`src/rtl/up_counter_4bit_synchronous.sv`:
```
// Synchronous modulo-(MAX_COUNT+1) up counter.
// All bits update on the same CLK edge. The block has a synchronous clear,
// a clamped parallel load, a count enable, a combinational terminal count,
// a registered one-cycle WRAP pulse and a sticky overflow flag.
// Stages cascade by driving the EN of stage N+1 from the TC of stage N.
module up_counter_4bit_synchronous #(
    parameter int WIDTH     = 4,
    parameter int MAX_COUNT = 15
) (
    input  logic             CLK,
    input  logic             RESET_N,
    input  logic             CLR,
    input  logic             LOAD,
    input  logic [WIDTH-1:0] LOAD_VAL,
    input  logic             EN,
    output logic [WIDTH-1:0] COUNT,
    output logic             TC,
    output logic             WRAP,
    output logic             OVF
);

    localparam logic [WIDTH-1:0] MAX_V     = WIDTH'(MAX_COUNT);
    localparam logic [WIDTH-1:0] PRE_MAX_V = WIDTH'(MAX_COUNT - 1);

    typedef enum logic {
        COUNTING,
        TERMINAL
    } state_t;

    state_t state;

    // State, count and flags: CLR beats LOAD, LOAD beats EN, otherwise hold.
    // The state register tracks COUNT == MAX_COUNT so that TC needs no
    // comparator on COUNT. The increment only happens below MAX_COUNT, so
    // COUNT + 1 always fits in WIDTH bits.
    always_ff @(posedge CLK or negedge RESET_N) begin
        if (!RESET_N) begin
            state <= COUNTING;
            COUNT <= '0;
            WRAP  <= 1'b0;
            OVF   <= 1'b0;
        end else if (CLR) begin
            state <= COUNTING;
            COUNT <= '0;
            WRAP  <= 1'b0;
            OVF   <= 1'b0;
        end else if (LOAD) begin
            WRAP <= 1'b0;
            if (LOAD_VAL >= MAX_V) begin
                state <= TERMINAL;
                COUNT <= MAX_V;
            end else begin
                state <= COUNTING;
                COUNT <= LOAD_VAL;
            end
        end else if (EN) begin
            case (state)
                TERMINAL: begin
                    state <= COUNTING;
                    COUNT <= '0;
                    WRAP  <= 1'b1;
                    OVF   <= 1'b1;
                end
                default: begin
                    state <= (COUNT == PRE_MAX_V) ? TERMINAL : COUNTING;
                    COUNT <= COUNT + 1'b1;
                    WRAP  <= 1'b0;
                end
            endcase
        end else begin
            WRAP <= 1'b0;
        end
    end

    // Terminal count is combinational so a cascaded stage advances on the same edge.
    always_comb begin
        TC = (state == TERMINAL) && EN;
    end

endmodule

```
`config.mk`:
```
export PLATFORM = sky130hd
export DESIGN_NAME = up_counter_4bit_synchronous
export DESIGN_NICKNAME = d
export VERILOG_FILES = /design/src/rtl/up_counter_4bit_synchronous.sv
export SDC_FILE = /design/constraint.sdc
export NUM_CORES = 1
export LEC_CHECK = 0
export ABC_AREA = 1
export CAP_MARGIN = 0
export CORE_AREA = 10 10 47 49
export DETAILED_ROUTE_END_ITERATION = 8
export DIE_AREA = 0 0 57 59
export GPL_TIMING_DRIVEN = 1
export HOLD_SLACK_MARGIN = 0.03
export PLACE_DENSITY = 0.63
export SLEW_MARGIN = 25
export SYNTH_ARGS = -nofsm -noshare
export SYNTH_HDL_FRONTEND = slang
export SYNTH_SLANG_ARGS = --single-unit
export TNS_END_PERCENT = 30
```
`constraint.sdc`:
```
create_clock -name CLK -period 1.45 [get_ports CLK]
set_input_delay 0.29 -clock CLK [delete_from_list [all_inputs] [get_ports CLK]]
set_output_delay 0.29 -clock CLK [all_outputs]
set_load 0.1 [all_outputs]
```
==> results.py <==
metrics = {
    "run_status": {
        "status": "completed",
    },
    "synth": {
        "synth_top_area_cell": "dfrtp_1",
        "syn_inst": 56,
        "syn-num-nets": 67,
        "synth_edf_count": 0,
        "syn_area_per_cell_um2": 7.64,
        "synth_warnings": 0,
        "yosys.area.top_type_share_pct": 40.9,
        "synth_cell_type_count": 17,
        "async_flop_share_pct": 100,
        "synth-main-ff-cell": "dfrtp_1",
        "synthTopCellsByCount": "nand2_1, dfrtp_1, inv_1",
        "ys_seq_area_share_pct": 40.9,
        "netlist_area_um2": 428,
        "synth.most_common_cell": "nand2_1",
        "ys_top_cells_by_area": "dfrtp_1, nand2_1, inv_1",
        "synth-seq-cells": 7,
    },
    "route": {
        "via_per_inst": 4.47,
        "postRouteAntennaNets": 0,
        "wirelength_um": 1040,
        "drc_errors": 0,
        "drtIter0Drc": 2,
        "wl_per_cell_um": 11.2,
        "vias": 416,
        "firstDrtPassIters": 3,
    },
    "pwr": {
        "pwr-share-clk_pct": 27.5,
        "combPwrFrac_pct": 34.9,
        "switching_share_pct": 35.6,
        "irDropWorstVdd_mv": 0.525,
        "power.leakage_nw": 0.362,
        "seqPwrFrac_pct": 37.6,
        "power.switching_uw": 221,
        "power.density_nw_per_um2": 868,
        "intPower_uw": 399,
    },
    "clock_tree": {
        "htreeDepth": 1,
        "clockBufferDepth": 2,
        "clk_pin_slew_ps": 50,
        "cts_buffers": 3,
        "worstSkewPairLatency_ps": 240,
        "holdBufCountCts": 0,
        "cts-root-buf": "clkbuf_4",
        "cts.sinks": 7,
        "cts_tree": "built",
    },
    "timing": {
        "skew_ps": 0.243,
        "rsz0062_at_grt": "false",
        "max_slew_margin_pct": 80.1,
        "worst_pin_slew_ps": 297,
        "setup-violations-final": 0,
        "hold_viol": 0,
        "max_freq_ghz": 0.713,
        "drv_slew": 0,
        "post-route-worst-setup-slack_ps": 46.9,
        "fin_crit_sh_pct": 96.8,
        "period_needed_ps": 1400,
    },
    "global_route": {
        "grt_pass1_vias": 420,
        "met1_usage_pct": 6.24,
        "track_usage_pct": 6.59,
        "met3_usage_pct": 6.22,
        "grt_overflow": 0,
        "grt_first_pass_wirelength_um": 1750,
        "met2_usage_pct": 10.5,
        "top_usage_layer": "met2",
        "antenna_found_initial": 0,
        "grt_max_degree": 8,
    },
    "placement": {
        "place_ws_ps": 24.4,
        "hpwl_um": 905,
        "dpl.cell_count": 89,
        "globalplace.congestion": 0.716,
        "io_buffers": 15,
    },
    "run": {
        "drv_cap": 0,
    },
    "cells_and_area": {
        "final-instance-count-excl-fill": 93,
        "layout-drive-gt1-share_pct": 28.6,
        "n_antenna_cell": 0,
        "fin_nets": 89,
        "syn_to_final_growth_pct": 67.0,
    },
    "setup_path": {
        "start_kind": "primary input",
        "cp_num_cells": 4,
        "path_buf_inv": 3,
        "cp_max_fo": 2,
        "crit_type": "in2out",
        "crit_chain": "clkdlybuf4s50_1 -> nand2_1 -> inv_2 -> buf_12",
        "cp_top_family": "buffers and inverters",
        "ff2ff_setup_slack_ps": 140,
        "slowest_stage": "clkdlybuf4s50_1",
        "worstSetupStartpoint": "EN",
        "crit_path_end": "TC",
        "regToRegStartpoint": "COUNT[0]",
        "cpPeakStageDelay_ps": 480,
        "reg2reg_depth": 5,
        "arrival_ps": 1110,
        "worst_setup_path_end_kind": "primary output",
        "reg2reg_to": "COUNT[1]",
        "crit_required_ps": 1160,
    },
    "floorplanning": {
        "start_util_pct": 30.5,
        "io_pins": 16,
        "die_h_um": 59,
        "num_rows": 14,
        "dieArea_um2": 3360,
        "core-area_um2": 1400,
        "die_w_um": 57,
    },
    "hold_path": {
        "hold_class": "in2async",
    },
}
-- cell families (layout without fill, tap and decap cells) --
kind of cell             Yosys count  in the layout  share of synthesized area (%)
buffers and inverters              8             29                           7.02
AND/OR/NAND/NOR                   32             32                           36.3
adder cells (fa/ha/maj)            2              2                           5.85
AO/OA/AOI/OAI                      7              7                           9.94
flip-flops                         7              7                           40.9
-- placed cells by master (no fill, tap or decap) --
| cell | n |
|---|---|
| ha_1 | 2 |
| nand3_1 | 3 |
| clkdlybuf4s50_1 | 8 |
| o22ai_1 | 1 |
| dfrtp_2 | 1 |
| a21oi_1 | 1 |
| o21ai_1 | 1 |
| clkbuf_4 | 3 |
| nor2_1 | 6 |
| nand2_1 | 16 |
| inv_2 | 2 |
| buf_4 | 2 |
| nor2_2 | 2 |
| a21o_1 | 1 |
| clkbuf_1 | 1 |
| dfrtp_4 | 1 |
| o21ai_0 | 2 |
| nand2_4 | 2 |
| inv_1 | 6 |
| o21ai_2 | 1 |
| nand4_1 | 2 |
| nor3_2 | 1 |
| buf_12 | 7 |
| dfrtp_1 | 5 |
-- per-layer routing --
layer  routed length, um  vias to the layer above  part of all wire, %
li1                    -                      221                    -
met1                 393                      182                   38
met2                 510                       13                   49
met3                 138                        0                   13
met4                   0                        0                    0
met5                   0                        -                    0
-- what timing repair did --
| item | in CTS | in global routing |
|---|---|---|
| endpoints found under the setup margin | 0 | 1 |
| gates resized for setup | 0 | 1 |
| setup buffers | 0 | 0 |
-- how the worst min path moves through the flow --
stage / slack, ps / cells past startpoint / to
floorplan: -6 / 0 / COUNT[1]
global placement: 530 / 1 / OVF
detailed placement: 530 / 1 / OVF
CTS: 300 / 1 / OVF
global route: 310 / 1 / WRAP
finish: 290 / 1 / OVF
-- through the flow --
step / hold WS [ps] / power [mW] / utilization [%] / TNS, ps / instance area, um2
global placement: 526 / 0.453 / 49.1 / 0 / 688
finish: 295 / 0.620 / 51.0 / 0 / 714
floorplan: -5.59 / 0.354 / - / -33.1 / 433
detailed placement: 532 / 0.455 / 49.1 / 0 / 688
global route: 314 / 0.666 / 51.0 / 0 / 714
CTS: 296 / 0.634 / 51.0 / 0 / 714
-- area by class of cell --
cell class	count	area, um2
Sequential cell	7	180
Multi-Input combinational cell	41	223
Tap cell	16	20.0
Inverter	8	30.0
Fill cell	142	687
Clock buffer	4	26.3
Timing Repair Buffer	17	235
-- power by group through the flow --
stage                     sequential [mW]  clock [mW]  combinational (mW)
after detailed placement            0.237           0               0.218
after CTS                           0.234       0.182               0.219
after global placement              0.236           0               0.217
after global routing                0.235       0.200               0.231
final                               0.233       0.171               0.216
after floorplan                     0.305           0              0.0494
-- registers in the layout, summed over array words and instances, names as in the netlist --
signal  flops
COUNT       4
OVF         1
WRAP        1
state       1
(Power assumes the default switching activity.)
